`src/rtl/kgp_arb_pkg.sv`:
```
// Shared types and defaults for the KGP_RISC memory-port arbiter.
// Optional feature macro: KGP_ARB_RR_EN (round-robin tie resolution).
`timescale 1ns/1ps
package kgp_arb_pkg;

    localparam int unsigned ADDR_W_DEF  = 32;
    localparam int unsigned MEM_LAT_DEF = 2;
    localparam int unsigned CNT_W_DEF   = 4;

    // Transaction sequencer states
    typedef enum logic [1:0] {
        IDLE = 2'd0,
        BUSY = 2'd1,
        RESP = 2'd2
    } arb_state_t;

    // Owner encoding doubles as the address-mux select (1 passes requester A)
    typedef enum logic {
        OWN_B = 1'b0,
        OWN_A = 1'b1
    } owner_t;

    // Tie resolution: round-robin favours the requester that did not win last,
    // fixed priority always favours the load/store side
    function automatic owner_t tie_winner(input owner_t last_owner, input logic rr_en);
        owner_t w;
        w = OWN_B;
        if (rr_en) begin
            w = (last_owner == OWN_A) ? OWN_B : OWN_A;
        end
        return w;
    endfunction

endpackage

```
`src/rtl/mux2x1_32bit.sv`:
```
// 2:1 word select; sel = 1 passes a, sel = 0 passes b.
`timescale 1ns/1ps
module mux2x1_32bit #(
    parameter int unsigned W = 32
) (
    input  logic         sel,
    input  logic [W-1:0] a,
    input  logic [W-1:0] b,
    output logic [W-1:0] y_c
);

    // Pure combinational steering
    assign y_c = sel ? a : b;

endmodule

```
`src/rtl/mem_port_arbiter.sv`:
```
// Two-requester arbiter/sequencer for the shared KGP_RISC memory port.
// A = instruction fetch, B = load/store. Holds the port for MEM_LAT cycles,
// then pulses done with captured read data and inserts one bubble cycle.
// Optional feature macro: KGP_ARB_RR_EN (round-robin ties; default fixed B priority).
`timescale 1ns/1ps
module mem_port_arbiter
    import kgp_arb_pkg::*;
#(
    parameter int unsigned ADDR_W  = ADDR_W_DEF,
    parameter int unsigned MEM_LAT = MEM_LAT_DEF,
    parameter int unsigned CNT_W   = CNT_W_DEF
) (
    input  logic              clk,
    input  logic              rst,
    input  logic              req_a,
    input  logic [ADDR_W-1:0] addr_a,
    input  logic              req_b,
    input  logic [ADDR_W-1:0] addr_b,
    input  logic [ADDR_W-1:0] wdata_b,
    input  logic              we_b,
    output logic              gnt_a,
    output logic              gnt_b,
    output logic              done_a,
    output logic              done_b,
    output logic [ADDR_W-1:0] rdata,
    output logic              mem_en,
    output logic              mem_we,
    output logic [ADDR_W-1:0] mem_addr,
    output logic [ADDR_W-1:0] mem_wdata,
    input  logic [ADDR_W-1:0] mem_rdata,
    output logic              busy
);

`ifdef KGP_ARB_RR_EN
    localparam logic RR_EN = 1'b1;
`else
    localparam logic RR_EN = 1'b0;
`endif

    arb_state_t        state_q;
    owner_t            owner_q;
    owner_t            last_owner_q;
    logic [CNT_W-1:0]  cnt_q;
    owner_t            winner_c;
    logic              sel_c;
    logic [ADDR_W-1:0] addr_sel_c;

    // Pick this cycle's winner from the live requests
    always_comb begin
        winner_c = OWN_B;
        if (req_a && req_b) begin
            winner_c = tie_winner(last_owner_q, RR_EN);
        end else if (req_a) begin
            winner_c = OWN_A;
        end
    end

    // Address select follows the winner while idle, the owner otherwise
    assign sel_c = (state_q == IDLE) ? (winner_c == OWN_A) : (owner_q == OWN_A);

    mux2x1_32bit #(
        .W (ADDR_W)
    ) u_addr_mux (
        .sel (sel_c),
        .a   (addr_a),
        .b   (addr_b),
        .y_c (addr_sel_c)
    );

    // Sequencer: accept, hold the port for MEM_LAT cycles, complete, bubble
    always_ff @(posedge clk or negedge rst) begin
        if (!rst) begin
            state_q      <= IDLE;
            owner_q      <= OWN_B;
            last_owner_q <= OWN_B;
            cnt_q        <= '0;
            gnt_a        <= 1'b0;
            gnt_b        <= 1'b0;
            done_a       <= 1'b0;
            done_b       <= 1'b0;
            rdata        <= '0;
            mem_en       <= 1'b0;
            mem_we       <= 1'b0;
            mem_addr     <= '0;
            mem_wdata    <= '0;
            busy         <= 1'b0;
        end else begin
            gnt_a  <= 1'b0;
            gnt_b  <= 1'b0;
            done_a <= 1'b0;
            done_b <= 1'b0;
            case (state_q)
                IDLE: begin
                    if (req_a || req_b) begin
                        state_q      <= BUSY;
                        owner_q      <= winner_c;
                        last_owner_q <= winner_c;
                        mem_addr     <= addr_sel_c;
                        mem_en       <= 1'b1;
                        busy         <= 1'b1;
                        cnt_q        <= CNT_W'(MEM_LAT - 1);
                        if (winner_c == OWN_B) begin
                            mem_we    <= we_b;
                            mem_wdata <= wdata_b;
                            gnt_b     <= 1'b1;
                        end else begin
                            mem_we <= 1'b0;
                            gnt_a  <= 1'b1;
                        end
                    end
                end
                BUSY: begin
                    if (cnt_q == '0) begin
                        // Stores leave the last read data untouched
                        if (!mem_we) begin
                            rdata <= mem_rdata;
                        end
                        done_a  <= (owner_q == OWN_A);
                        done_b  <= (owner_q == OWN_B);
                        mem_en  <= 1'b0;
                        mem_we  <= 1'b0;
                        state_q <= RESP;
                    end else begin
                        cnt_q <= cnt_q - 1'b1;
                    end
                end
                RESP: begin
                    state_q <= IDLE;
                    busy    <= 1'b0;
                end
                default: begin
                    state_q <= IDLE;
                    busy    <= 1'b0;
                    mem_en  <= 1'b0;
                    mem_we  <= 1'b0;
                end
            endcase
        end
    end

endmodule

```
`config.mk`:
```
export PLATFORM = sky130hd
export DESIGN_NAME = mem_port_arbiter
export DESIGN_NICKNAME = d
export VERILOG_FILES = /design/src/rtl/kgp_arb_pkg.sv /design/src/rtl/mux2x1_32bit.sv /design/src/rtl/mem_port_arbiter.sv
export SDC_FILE = /design/constraint.sdc
export NUM_CORES = 1
export LEC_CHECK = 0
export CAP_MARGIN = 20
export CELL_PAD_IN_SITES_DETAIL_PLACEMENT = 0
export CELL_PAD_IN_SITES_GLOBAL_PLACEMENT = 1
export CORE_MARGIN = 2
export CORE_UTILIZATION = 32
export CTS_BUF_LIST = sky130_fd_sc_hd__clkbuf_2 sky130_fd_sc_hd__clkbuf_4 sky130_fd_sc_hd__clkbuf_8
export CTS_CLUSTER_DIAMETER = 50
export DETAILED_ROUTE_END_ITERATION = 8
export HOLD_SLACK_MARGIN = 0.15
export PLACE_DENSITY = 0.84
export SLEW_MARGIN = 30
export SYNTH_ARGS = -nofsm -noshare
export SYNTH_HDL_FRONTEND = slang
export SYNTH_HIERARCHICAL = 1
export SYNTH_SLANG_ARGS = --single-unit
```
`constraint.sdc`:
```
create_clock -name clk -period 2.63 [get_ports clk]
set_clock_uncertainty 0.05 [all_clocks]
set_input_delay 0.263 -clock clk [delete_from_list [all_inputs] [get_ports clk]]
set_output_delay 0.263 -clock clk [all_outputs]
set_load 0.03 [all_outputs]
```
# --- Word level (Yosys, flattened, before mapping) ---
# Index checks and enable logic that the tools add are counted.
classes:
  addsub: 1
  n_bitwise: 5
  n_mux: 27
  n_reduce_logical: 12
  eq_ne: 5
op_table:
  columns: ["op", "n"]
  rows:
  - ["32-bit 2-to-1 mux", 1]
  - ["1-bit 2-to-1 mux", 17]
  - ["3-bit AND reduction", 4]
  - ["4-bit 2-to-1 mux", 2]
  - ["4-bit case mux with 2 select lines", 1]
  - ["1-bit case mux with 3 select lines", 2]
  - ["2-bit AND reduction", 3]
  - ["1-bit inverter", 5]
  - ["4-bit zero test", 1]
  - ["2-bit 2-to-1 mux", 2]
  - ["2-bit inequality test, second input constant", 2]
  - ["2-bit case mux with 2 select lines", 1]
  - ["4-bit by 1-bit subtractor with 4-bit output, second input constant", 1]
  - ["2-bit by 1-bit equality test with 1-bit output, second input constant", 1]
  - ["2-bit equality test, second input constant", 1]
  - ["2-bit zero test", 1]
  - ["2-bit by 1-bit inequality test with 1-bit output, second input constant", 1]
  - ["1-bit case mux with 2 select lines", 1]
  - ["2-bit nonzero test", 1]
  - ["1-bit logical AND", 1]
  - ["1-bit logical OR", 1]
totals:
  output_inout_bits: 103
  input_bits: 133
  regBits: 110

# --- Longest topological paths before layout ---
depth:
  ltp_word: 5
  mapped_depth: 7

# --- By module ---
# Netlist, hierarchy kept.
modules_own_cells:
  columns: ["mod", "seq_area_each_um2", "area_per_inst_um2", "cells_per_inst", "instances"]
  rows:
  - ["mem_port_arbiter", 2752.6, 4179.0, 258, 1]
  - ["mux2x1_32bit", 0.0, 544.3, 36, 1]

# --- Least setup slack after synthesis ---
# Ideal clock, no wire load.
synth_path:
  path_kind: "flip-flop to flip-flop"
  startpoint: "register cnt_q[0]"
  endpoint: "register rdata[0]"
  stages_incl_launch_ff: 8
  setup_ns: 0.125
  required_time_ns: 2.455
  arrival_time_ns: 1.799
  period_less_slack_ns: 1.974
  slack_ns: 0.656
  n_path_buf: 2
  path_cell_list: "dfrtp_1 -> inv_1 -> ha_1 -> or3b_1 -> buf_2 -> nor3_4 -> buf_6 -> mux2_2"
synth_via:
  elab_chain_cells: 2
synth_lines:
  columns: ["element", "line", "source"]
  rows:
  - ["start, declared", "mem_port_arbiter.sv:43", "logic [CNT_W-1:0] cnt_q;"]
  - ["start signal, assigned", "mem_port_arbiter.sv:101", "cnt_q <= CNT_W'(MEM_LAT - 1);"]
  - ["start signal, assigned", "mem_port_arbiter.sv:124", "cnt_q <= cnt_q - 1'b1;"]
  - ["4-bit zero test", "mem_port_arbiter.sv:113", "if (cnt_q == '0) begin"]
  - ["3-bit AND reduction (no line)", null, null]
  - ["end signal, assigned", "mem_port_arbiter.sv:116", "rdata <= mem_rdata;"]
  - ["end, declared", "mem_port_arbiter.sv:25", "output logic [ADDR_W-1:0] rdata,"]
# Every way passes these cells.
# A chain may end at the register's enable or synchronous reset.

# --- Final worst setup path ---
layout_path:
  startpoint: "register cnt_q[0]"
  endpoint: "register rdata[1]"
# The elaborated chain is that of the path after synthesis.

==> impl_results.md <==
* Std-Cell Rows at 44
* First-pass GRT wire length at 18,000 um
* HP Class: in2async
* Number of synthesized register bits at 110
* Synth cell count leaders: dfrtp_1, mux2_2, mux2_4
* Syn Area/Cell at 16.1 um^2
* Slowest CP cell: or3b_1
* Tot GR Track Use at 14.4%
* Die width at 125 um
* Post-CTS setup buffer count at 0
* Die height at 125 um
* Max-Cap Viols at 0
* Slew @ Worst Pin at 583 ps
* Post-route minimum period at 2230 ps
* DR DRC count at 0
* Clock buffer depth at 2
* Average wire per standard cell at 15.7 um
* CP max stage delay at 460 ps
* Total power at 9.99 mW
* Iteration-0 DRC count of the detailed router at 92
* Setup WS pre-CTS at 417 ps
* Top-count cell post-synth: dfrtp_1
* Global placer's final weighted congestion at 0.743
* Via/cell ratio at 4.54
* CTS H-Tree Depth at 3
* Reg clk slew, reported paths at 100 ps
* Area of the multi-input gates at 0.00183 mm^2
* Register area at 0.00275 mm^2
* IO Count at 236
* Number of synthesis warnings at 6
* Synth-to-Final Area Change at 58.9%
* R2R setup slack at 400 ps
* Delay-heaviest family, CP: simple AND/OR/NAND/NOR gates
* Period utilization at 84.6%
* Vias in the first global route at 3,657
* Final setup TNS at 0 ps
* Worst setup EP type: flip-flop
* First-pass DRT Iterations at 4
* Post-cts sizing count at 0
* Startpoint types: flip-flop
* Max frequency at 0.449 GHz
* Num CTS Buffers at 9
* Initial antenna violation count at 0
* Post-CTS Hold Buffers at 1
* R2r worst-path depth at 6
* Layout Utilization at 51.8%
* Largest net degree at the start of global routing at 52
* Yosys cell types at 32
* Post-synth EDFFs at 0
* Max Slew Vio Count at 0
* WS Path Type: reg2reg
* Layout cells sized above 1 at 28.8%
* FF-to-FF End: rdata[1]
* Fillers at 1,243
* Clock Latency Late Sink at 360 ps
* RSZ-0062 raised after global routing: no
* CP bufs+invs at 2
* Critical Path AT at 2420 ps
* CTS tree: yes
* Mapped Cells at 294
* Max transition margin at 61.1%
* Antenna viol nets, final at 0
* CP cell instances: inv_1 > ha_1 > or3b_1 > nor3_4 > buf_4 > mux2_2
* Lkg Pwr at 3.11 nW
* WP data required at 2830 ps
* Area contributors post-synth: dfrtp_1, mux2_2, mux2_4
* Syn_nets at 429
* Fraction of registers with async set or reset after synthesis at 100%
* Clock Sinks at 110
* Initial Util at 32.6%
* Yosys top cell area share at 58.3%
* Non-Filler Instances at 719
* Final hold viol count at 0
* Mapped Area at 0.00472 mm^2
* Final-stage net count at 666
* CTS Root Cell: clkbuf_8
* Grt ovf at 0
* HPWL Detailed at 8480 um
* Core Region at 0.0145 mm^2
* Synth area leader: dfrtp_1
* Ant. Diodes at 0
* IR drop worst, VDD at 0.512 mV
* Reg2Reg Launch Point: cnt_q[0]
* IO Port Bufs at 235
* PwrDens at 1330 mW/mm^2
* Top_reg_cell synth: dfrtp_1
* CP Max Fanout at 32
* Status: complete, no violations
* Total number of vias at 3,261
* Placed Instances at 703
* PnR worst setup slack at 404 ps
* Post-synthesis sequential area ratio at 58.3%
* Final setup violation count at 0
* Die ar. at 0.0157 mm^2
* WL final at 11,300 um
==> flip-flops by register name (all words and copies together) (netlist names), 2 cells and up <==
register and cells:
cnt_q 4, mem_addr 32, mem_wdata 32, rdata 32, state_q 2
==> kinds of logic after synthesis <==
group,count (synthesis),share of synthesized area [%]
muxes,131,33.6
DFF,110,58.3
and+or+nand+nor,20,2.46
buffers and inverters,19,3.55
AOI/OAI and AO/OA,12,1.62
adders and majority gates,2,0.530
==> power by group <==
group | internal, mW | switching, mW
combinational | 2.88 | 2.89
clock | 0.663 | 0.547
sequential | 2.55 | 0.457
total | 6.10 | 3.90
==> cells in the final DEF (no fill, tap or decap), types with 2 or more instances in the layout <==
master           netlist  layout
nand3_1                2       2
o21ai_0                6       6
bufinv_16              0       3
dfrtp_1              110     110
buf_4                  3       4
nor2_1                 5       5
buf_12                 3       3
ha_1                   2       2
clkdlybuf4s50_1        0     234
clkbuf_8               0      10
mux2_4                30      30
inv_1                  3       3
nand2_1                2       2
mux2_2                98      98
mux2i_1                2       2
nor3_1                 2       2
==> worst max path at each step <==
stage                        start        end  cells after the start
after floorplan           cnt_q[0]   rdata[0]                      7
after global placement    cnt_q[0]  rdata[29]                      6
after detailed placement  cnt_q[0]   rdata[1]                      6
after CTS                 cnt_q[0]   rdata[1]                      6
after global routing      cnt_q[0]  rdata[17]                      6
final                     cnt_q[0]   rdata[1]                      6
==> per-stage QoR <==
stage / hold WS, ps / instance area, um^2
floorplan: -82.6 / 4720
CTS: 383 / 7500
global placement: 254 / 7250
finish: 389 / 7500
global route: 424 / 7500
detailed placement: 257 / 7250
==> layer usage <==
metal  wire [um]  up-vias  GRT usage, %
met4         295        0          6.67
met3         856       21          4.66
li1            -     1515             -
met1        4540     1589          16.8
met5           0        -             0
met2        5600      136          24.0
==> final cells by class <==
cell class | instances | area share (%)
Sequential cell | 110 | 36.7
Timing Repair Buffer | 242 | 32.5
Multi-Input combinational cell | 165 | 24.3
Tap cell | 184 | 3.07
Clock buffer | 11 | 1.93
Clock inverter | 4 | 1.27
Inverter | 3 | 0.150
Note: power is estimated with default switching activity, not from simulation.
